$ cat src/rtl/imem_loader_pkg.sv
// imem_loader_pkg: shared types and constants for the instruction-memory
// boot loader.
//   state_e    - loader FSM states
//   BCNT_W     - width of the byte-in-word counter
//   CSUM_W     - width of the XOR checksum accumulator
//   LEN_BYTES  - number of bytes in the little-endian length field
package imem_loader_pkg;

    typedef enum logic [2:0] {
        S_LEN,
        S_DATA,
        S_CSUM,
        S_DONE,
        S_ERR
    } state_e;

    localparam int BCNT_W    = 2;
    localparam int CSUM_W    = 8;
    localparam int LEN_BYTES = 4;

endpackage

$ cat src/rtl/imem_loader_if.sv
// imem_loader_if: byte-stream handshake plus instruction-memory write port.
//   byte_valid/byte_data - byte source -> loader
//   byte_ready           - loader -> byte source
//   imem_we/waddr/wdata  - loader -> instruction memory write port
// modport slave  : the loader
// modport master : the byte source / memory side
interface imem_loader_if;

    logic        byte_valid;
    logic [7:0]  byte_data;
    logic        byte_ready;
    logic        imem_we;
    logic [29:0] imem_waddr;
    logic [31:0] imem_wdata;

    modport slave (
        input  byte_valid, byte_data,
        output byte_ready, imem_we, imem_waddr, imem_wdata
    );

    modport master (
        output byte_valid, byte_data,
        input  byte_ready, imem_we, imem_waddr, imem_wdata
    );

endinterface

$ cat src/rtl/imem_loader_byte_packer.sv
// imem_loader_byte_packer: 4-byte little-endian shift-in buffer.
//   clk_i, rst_ni  - clock, async active-low reset
//   clear_i        - synchronous clear of counter and buffer
//   valid_i/data_i - byte accepted this cycle
//   word_valid_o   - combinational pulse on the 4th byte of a word
//   word_o         - assembled word, valid while word_valid_o is high
// Only the first three bytes are stored; the fourth is taken straight
// from data_i so the word is usable in the same cycle it completes.
module imem_loader_byte_packer
    import imem_loader_pkg::*;
(
    input  logic        clk_i,
    input  logic        rst_ni,
    input  logic        clear_i,
    input  logic        valid_i,
    input  logic [7:0]  data_i,
    output logic        word_valid_o,
    output logic [31:0] word_o
);

    logic [BCNT_W-1:0] cnt_q;
    logic [23:0]       buf_q;

    assign word_valid_o = valid_i && (cnt_q == BCNT_W'(LEN_BYTES - 1));
    assign word_o       = {data_i, buf_q};

    always_ff @(posedge clk_i or negedge rst_ni) begin
        if (!rst_ni) begin
            cnt_q <= '0;
            buf_q <= '0;
        end else if (clear_i) begin
            cnt_q <= '0;
            buf_q <= '0;
        end else if (valid_i) begin
            // counter wraps 3 -> 0 naturally at the end of a word
            cnt_q <= cnt_q + 1'b1;
            buf_q <= {data_i, buf_q[23:8]};
        end
    end

endmodule

$ cat src/rtl/imem_loader.sv
// imem_loader: boot-time program loader for the instruction memory.
// Receives <len:4 bytes LE> <len words, LE bytes> <xor checksum byte>,
// writes each word to the memory, and releases the core reset only when
// the image length is legal and the checksum matches.
//   clk_i, rst_ni   - clock, async active-low reset
//   start_i         - re-arm a load from DONE or ERR
//   bus             - byte handshake + memory write port (slave side)
//   core_rst_no     - active-low core reset, high only in DONE
//   done_o, err_o   - load finished cleanly / length or checksum error
//   words_loaded_o  - number of words written so far
module imem_loader
    import imem_loader_pkg::*;
#(
    parameter logic [31:0] BASE_ADDR = 32'h0000_0000,
    parameter int          MAX_WORDS = 1024
) (
    input  logic                clk_i,
    input  logic                rst_ni,
    input  logic                start_i,
    imem_loader_if.slave        bus,
    output logic                core_rst_no,
    output logic                done_o,
    output logic                err_o,
    output logic [31:0]         words_loaded_o
);

    localparam logic [31:0] MAX_W = 32'(MAX_WORDS);

    state_e            state_q, state_d;
    logic [31:0]       len_q;
    logic [31:0]       words_q;
    logic [CSUM_W-1:0] csum_q;
    logic              we_q;
    logic [29:0]       waddr_q;
    logic [31:0]       wdata_q;
    logic              done_q, err_q;

    logic        ready, accept, restart;
    logic        pk_valid, pk_word_valid;
    logic [31:0] pk_word;
    logic        wr_word;

    assign ready   = (state_q == S_LEN) || (state_q == S_DATA) || (state_q == S_CSUM);
    assign accept  = bus.byte_valid && ready;
    assign restart = start_i && ((state_q == S_DONE) || (state_q == S_ERR));

    // One packer serves both the length field and the data words; its
    // counter is back at 0 when the length completes.
    assign pk_valid = accept && ((state_q == S_LEN) || (state_q == S_DATA));
    assign wr_word  = pk_word_valid && (state_q == S_DATA);

    imem_loader_byte_packer u_packer (
        .clk_i        (clk_i),
        .rst_ni       (rst_ni),
        .clear_i      (restart),
        .valid_i      (pk_valid),
        .data_i       (bus.byte_data),
        .word_valid_o (pk_word_valid),
        .word_o       (pk_word)
    );

    always_comb begin
        state_d = state_q;
        case (state_q)
            S_LEN: begin
                if (pk_word_valid) begin
                    if (pk_word > MAX_W)      state_d = S_ERR;
                    else if (pk_word == '0)   state_d = S_CSUM;
                    else                      state_d = S_DATA;
                end
            end
            S_DATA: begin
                if (wr_word && (words_q + 32'd1 == len_q)) state_d = S_CSUM;
            end
            S_CSUM: begin
                if (accept) state_d = (bus.byte_data == csum_q) ? S_DONE : S_ERR;
            end
            S_DONE, S_ERR: begin
                if (start_i) state_d = S_LEN;
            end
            default: state_d = S_LEN;
        endcase
    end

    always_ff @(posedge clk_i or negedge rst_ni) begin
        if (!rst_ni) begin
            state_q <= S_LEN;
            len_q   <= '0;
            words_q <= '0;
            csum_q  <= '0;
            we_q    <= 1'b0;
            waddr_q <= '0;
            wdata_q <= '0;
            done_q  <= 1'b0;
            err_q   <= 1'b0;
        end else begin
            state_q <= state_d;
            done_q  <= (state_d == S_DONE);
            err_q   <= (state_d == S_ERR);
            we_q    <= wr_word;
            if (restart) begin
                len_q   <= '0;
                words_q <= '0;
                csum_q  <= '0;
            end else begin
                if (pk_word_valid && (state_q == S_LEN)) len_q <= pk_word;
                if (accept && (state_q == S_DATA)) csum_q <= csum_q ^ bus.byte_data;
                if (wr_word) begin
                    // 30-bit add: address wraps silently past the top
                    waddr_q <= BASE_ADDR[31:2] + words_q[29:0];
                    wdata_q <= pk_word;
                    words_q <= words_q + 32'd1;
                end
            end
        end
    end

    assign bus.byte_ready  = ready;
    assign bus.imem_we     = we_q;
    assign bus.imem_waddr  = waddr_q;
    assign bus.imem_wdata  = wdata_q;
    assign core_rst_no     = done_q;
    assign done_o          = done_q;
    assign err_o           = err_q;
    assign words_loaded_o  = words_q;

endmodule

$ cat src/flat_wrapper.sv
// flat-port wrapper written by rule: the top's interface ports become plain ports
module imem_loader_flat import imem_loader_pkg::*;
#(
    parameter logic [31:0] BASE_ADDR = 32'h0000_0000,
    parameter int          MAX_WORDS = 1024
)
  (clk_i, rst_ni, start_i, core_rst_no, done_o, err_o, words_loaded_o, bus_byte_valid, bus_byte_data, bus_byte_ready, bus_imem_we, bus_imem_waddr, bus_imem_wdata);
  imem_loader_if bus_i ();
  input  logic clk_i;
  input  logic rst_ni;
  input  logic start_i;
  output logic core_rst_no;
  output logic done_o;
  output logic err_o;
  output logic [31:0] words_loaded_o;
  input wire logic [$bits(bus_i.byte_valid)-1:0] bus_byte_valid;
  input wire logic [$bits(bus_i.byte_data)-1:0] bus_byte_data;
  output wire logic [$bits(bus_i.byte_ready)-1:0] bus_byte_ready;
  output wire logic [$bits(bus_i.imem_we)-1:0] bus_imem_we;
  output wire logic [$bits(bus_i.imem_waddr)-1:0] bus_imem_waddr;
  output wire logic [$bits(bus_i.imem_wdata)-1:0] bus_imem_wdata;
  assign bus_i.byte_valid = bus_byte_valid;
  assign bus_i.byte_data = bus_byte_data;
  assign bus_byte_ready = bus_i.byte_ready;
  assign bus_imem_we = bus_i.imem_we;
  assign bus_imem_waddr = bus_i.imem_waddr;
  assign bus_imem_wdata = bus_i.imem_wdata;
  imem_loader #(.BASE_ADDR(BASE_ADDR), .MAX_WORDS(MAX_WORDS)) u_core (.clk_i(clk_i), .rst_ni(rst_ni), .start_i(start_i), .bus(bus_i), .core_rst_no(core_rst_no), .done_o(done_o), .err_o(err_o), .words_loaded_o(words_loaded_o));
endmodule
$ cat config.mk
export PLATFORM = sky130hd
export DESIGN_NAME = imem_loader_flat
export DESIGN_NICKNAME = d
export VERILOG_FILES = /design/src/rtl/imem_loader_pkg.sv /design/src/rtl/imem_loader_if.sv /design/src/rtl/imem_loader_byte_packer.sv /design/src/rtl/imem_loader.sv /design/src/flat_wrapper.sv
export SDC_FILE = /design/constraint.sdc
export NUM_CORES = 1
export LEC_CHECK = 0
export ABC_CLOCK_PERIOD_IN_PS = 3250
export CAP_MARGIN = 20
export CORE_ASPECT_RATIO = 1.1
export CORE_UTILIZATION = 35
export CTS_CLUSTER_DIAMETER = 100
export CTS_CLUSTER_SIZE = 30
export DETAILED_ROUTE_END_ITERATION = 8
export DONT_BUFFER_PORTS = 1
export PLACE_DENSITY = 0.57
export SLEW_MARGIN = 0
export SYNTH_ARGS = -nofsm -noshare
export SYNTH_HDL_FRONTEND = slang
export SYNTH_SLANG_ARGS = --single-unit
$ cat constraint.sdc
create_clock -name clk_i -period 3.25 [get_ports clk_i]
set_input_delay 0.65 -clock clk_i [delete_from_list [all_inputs] [get_ports clk_i]]
set_output_delay 0.65 -clock clk_i [all_outputs]
set_load 0.005 [all_outputs]
==> flow_summary.toml <==
[cells_and_area]
syn2layout_area_growth_pct = 12.4
final_common_cell = "nand2_1"
antenna_cells = 0
final_cell_mix = "nand2_1 (346), dfrtp_1 (166), a21oi_1 (66), o21ai_0 (58), buf_4 (45)"
fill_cells = 2314
nets = 985
multi_input_comb_area_sq_um = 3850
fin_util_pct = 40.4
final_layout_size_suffix_gt1_share_pct = 9.45
regArea_sq_um = 4150

[route]
via_per_inst = 5.35
drtIter0Drc = 726
drtPass1Iterations = 5
avgRoutedWirePerCell_um = 18.4
drc_errors = 0
wl_mm = 23.7
ant_nets = 0
vias = 6866

[logic_synthesis]
synth_warnings = 0
syn_avg_cell_area_sq_um = 8.48
synth-edff-count = 0
synth_top_area_share_pct = 50.1
synthCells = 978
yosysSeqAreaShare_pct = 50.1
synth_cell_types = 60
syn_nets = 992
synth_flop_cell = "dfrtp_1"
synth.area.top_cells = "dfrtp_1 (50%), nand2_1 (16%), a21oi_1 (4.0%)"
async_reset_ff_share_pct = 100
yosysTopAreaCell = "dfrtp_1"
ys_ff_latch = 166
synth_area_sq_um = 8300

[critical_path]
startpoint = "u_core.words_loaded_o[0]"
critPathRequiredTime_ns = 3.56
start_kind = "flop"
worstSetupEndpointType = "flop"
r2r_setup_slack_ns = 0.29
critPathKind = "flop to flop"
reg2reg_depth = 8
critPathMaxFanout = 9
reg2reg_from = "u_core.words_loaded_o[0]"
cp.arrival_ns = 3.27
reg2reg_to = "u_core.state_q[0]"

[global_route]
grt.overflow.total = 0
grt_pass1_vias = 6647
grt.total_usage_pct = 20.2
grt_pass1_wl_mm = 37.8
grt_max_degree = 167
antenna_found_initial = 0

[power_and_ir_drop]
intPower_w = 0.00458
pwr-share-comb_pct = 24.0
p_clk_share_pct = 29.0
powerDensity_nw_per_um2 = 766
seq_power_share_pct = 47.0
leakage_nw = 4.39
ir_drop_uv = 355
switching_share_pct = 35.8
p_sw_w = 0.00256

[floorplan]
dieArea_sq_um = 24300
die_w_um = 149
ios = 111
fp-row-count = 58
initial_core_util_pct = 36.0
core_region_area_sq_um = 23100
chipHeight_um = 163

[clock_tree]
cts-resized-gates = 0
numCtsBuffers = 17
worstSkewPairLatency_ns = 0.44
clock_sinks = 166
cts_tree = "yes"
post-cts-setup-buffers = 0
clockBufferDepth = 2
clk_pin_slew_worst_paths_ns = 0.07
cts_root_buf = "clkbuf_16"
htree_levels = 4

[sta]
timing.setup.tns_ns = 0
rsz0062_at_grt = "false"
slew_violations = 0
finalCritPeriodShare_pct = 91.2
maxSlewHeadroom_pct = 44.7
clock-skew-final_ns = 0.00810
min_period_ns = 2.96
setup_viol = 0
clock.fmax_mhz = 337
tightest_slew_ns = 0.830
holdWs_ns = -0.0871
finalHoldViolations = 166

[run_status]
status = "finished with violations"
violations = "hold timing"

[job]
maxCapViolations = 0

[placed_design]
gp_congestion = 0.909
portBuffers = 0
dp_hpwl_mm = 16.0

[worst_hold_path]
hold_class = "primary input to async pin"
-- cell usage after synthesis, drive strengths merged, types with 4 or more instances --
cell	count
nand3b	4
nand2b	4
nor2	41
and3	6
nor2b	5
nand2	347
clkbuf	52
o41ai	4
and4	9
a211oi	5
and2	5
inv	5
o21ai	59
xnor2	19
nor3	12
nor4	15
a21oi	66
nand4	15
dfrtp	166
nor3b	7
nand3	15
xor2	36
a31oi	8
o31ai	8
buf	19
-- worst max-delay path, cell delays in order (launching register included) --
cell	delay, ns
dfrtp_1	0.35
ha_1	0.23
and3_1	0.44
nand3_2	0.14
nor3_2	0.27
xnor2_1	0.09
or4_1	0.56
or4_1	0.58
a2bb2oi_1	0.18
-- flip-flops by register name (all words and copies together), names as in the netlist --
signal and cells:
u_core.bus.imem_wdata 32, u_core.err_o 1, u_core.u_packer.buf_q 24, u_core.state_q 3, u_core.u_packer.cnt_q 2, u_core.words_loaded_o 32
u_core.core_rst_no 1, u_core.bus.imem_we 1, u_core.bus.imem_waddr 30, u_core.csum_q 8, u_core.len_q 32
-- metrics by stage --
step	instances	area, sq um	total power (W)	setup WS (ns)
4_1_cts	1284	9330	0.00719	0.309
2_1_floorplan	978	8300	0.00447	0.405
6_report	1284	9330	0.00715	0.285
5_1_grt	1284	9330	0.00757	0.139
3_5_place_dp	1252	8740	0.00510	0.324
3_3_place_gp	1252	8740	0.00507	0.394
-- kinds of logic (layout without fill, tap and decap cells) --
group	after synthesis	count (layout)	share of synthesized area, %
simple gates	499	499	27.2
compound gates	179	179	12.7
flops	166	166	50.1
buf+inv	76	82	3.86
xor+xnor	55	55	5.81
fa+ha+maj	2	2	0.302
mux	1	1	0.121
-- layer usage --
metal | vias up | track usage, % | wire [um]
li1 | 3280 | - | -
met1 | 3304 | 27.0 | 10600
met2 | 265 | 33.2 | 11300
met3 | 17 | 4.19 | 1640
met4 | 0 | 5.43 | 221
met5 | - | 0 | 0
-- power groups by stage --
stage	logic [W]	clock network (W)	registers, W
floorplan	0.00134	0	0.00313
global placement	0.00168	0	0.00339
detailed placement	0.00171	0	0.00339
CTS	0.00172	0.00211	0.00336
global route	0.00194	0.00219	0.00344
finish	0.00171	0.00207	0.00336
-- worst max-delay path by stage --
stage	end	cells after the start
finish	u_core.state_q[0]	8
global route	u_core.state_q[0]	7
CTS	u_core.state_q[0]	7
detailed placement	u_core.state_q[0]	7
global placement	u_core.state_q[0]	8
floorplan	u_core.state_q[0]	8
-- final cells by class --
cell class	instances	share of cell area (%)
Clock inverter	13	1.58
Tap cell	300	4.02
Clock buffer	19	4.75
Multi-Input combinational cell	736	41.3
Sequential cell	166	44.5
Timing Repair Buffer	45	3.62
Inverter	5	0.201
(Power assumes the default switching activity.)
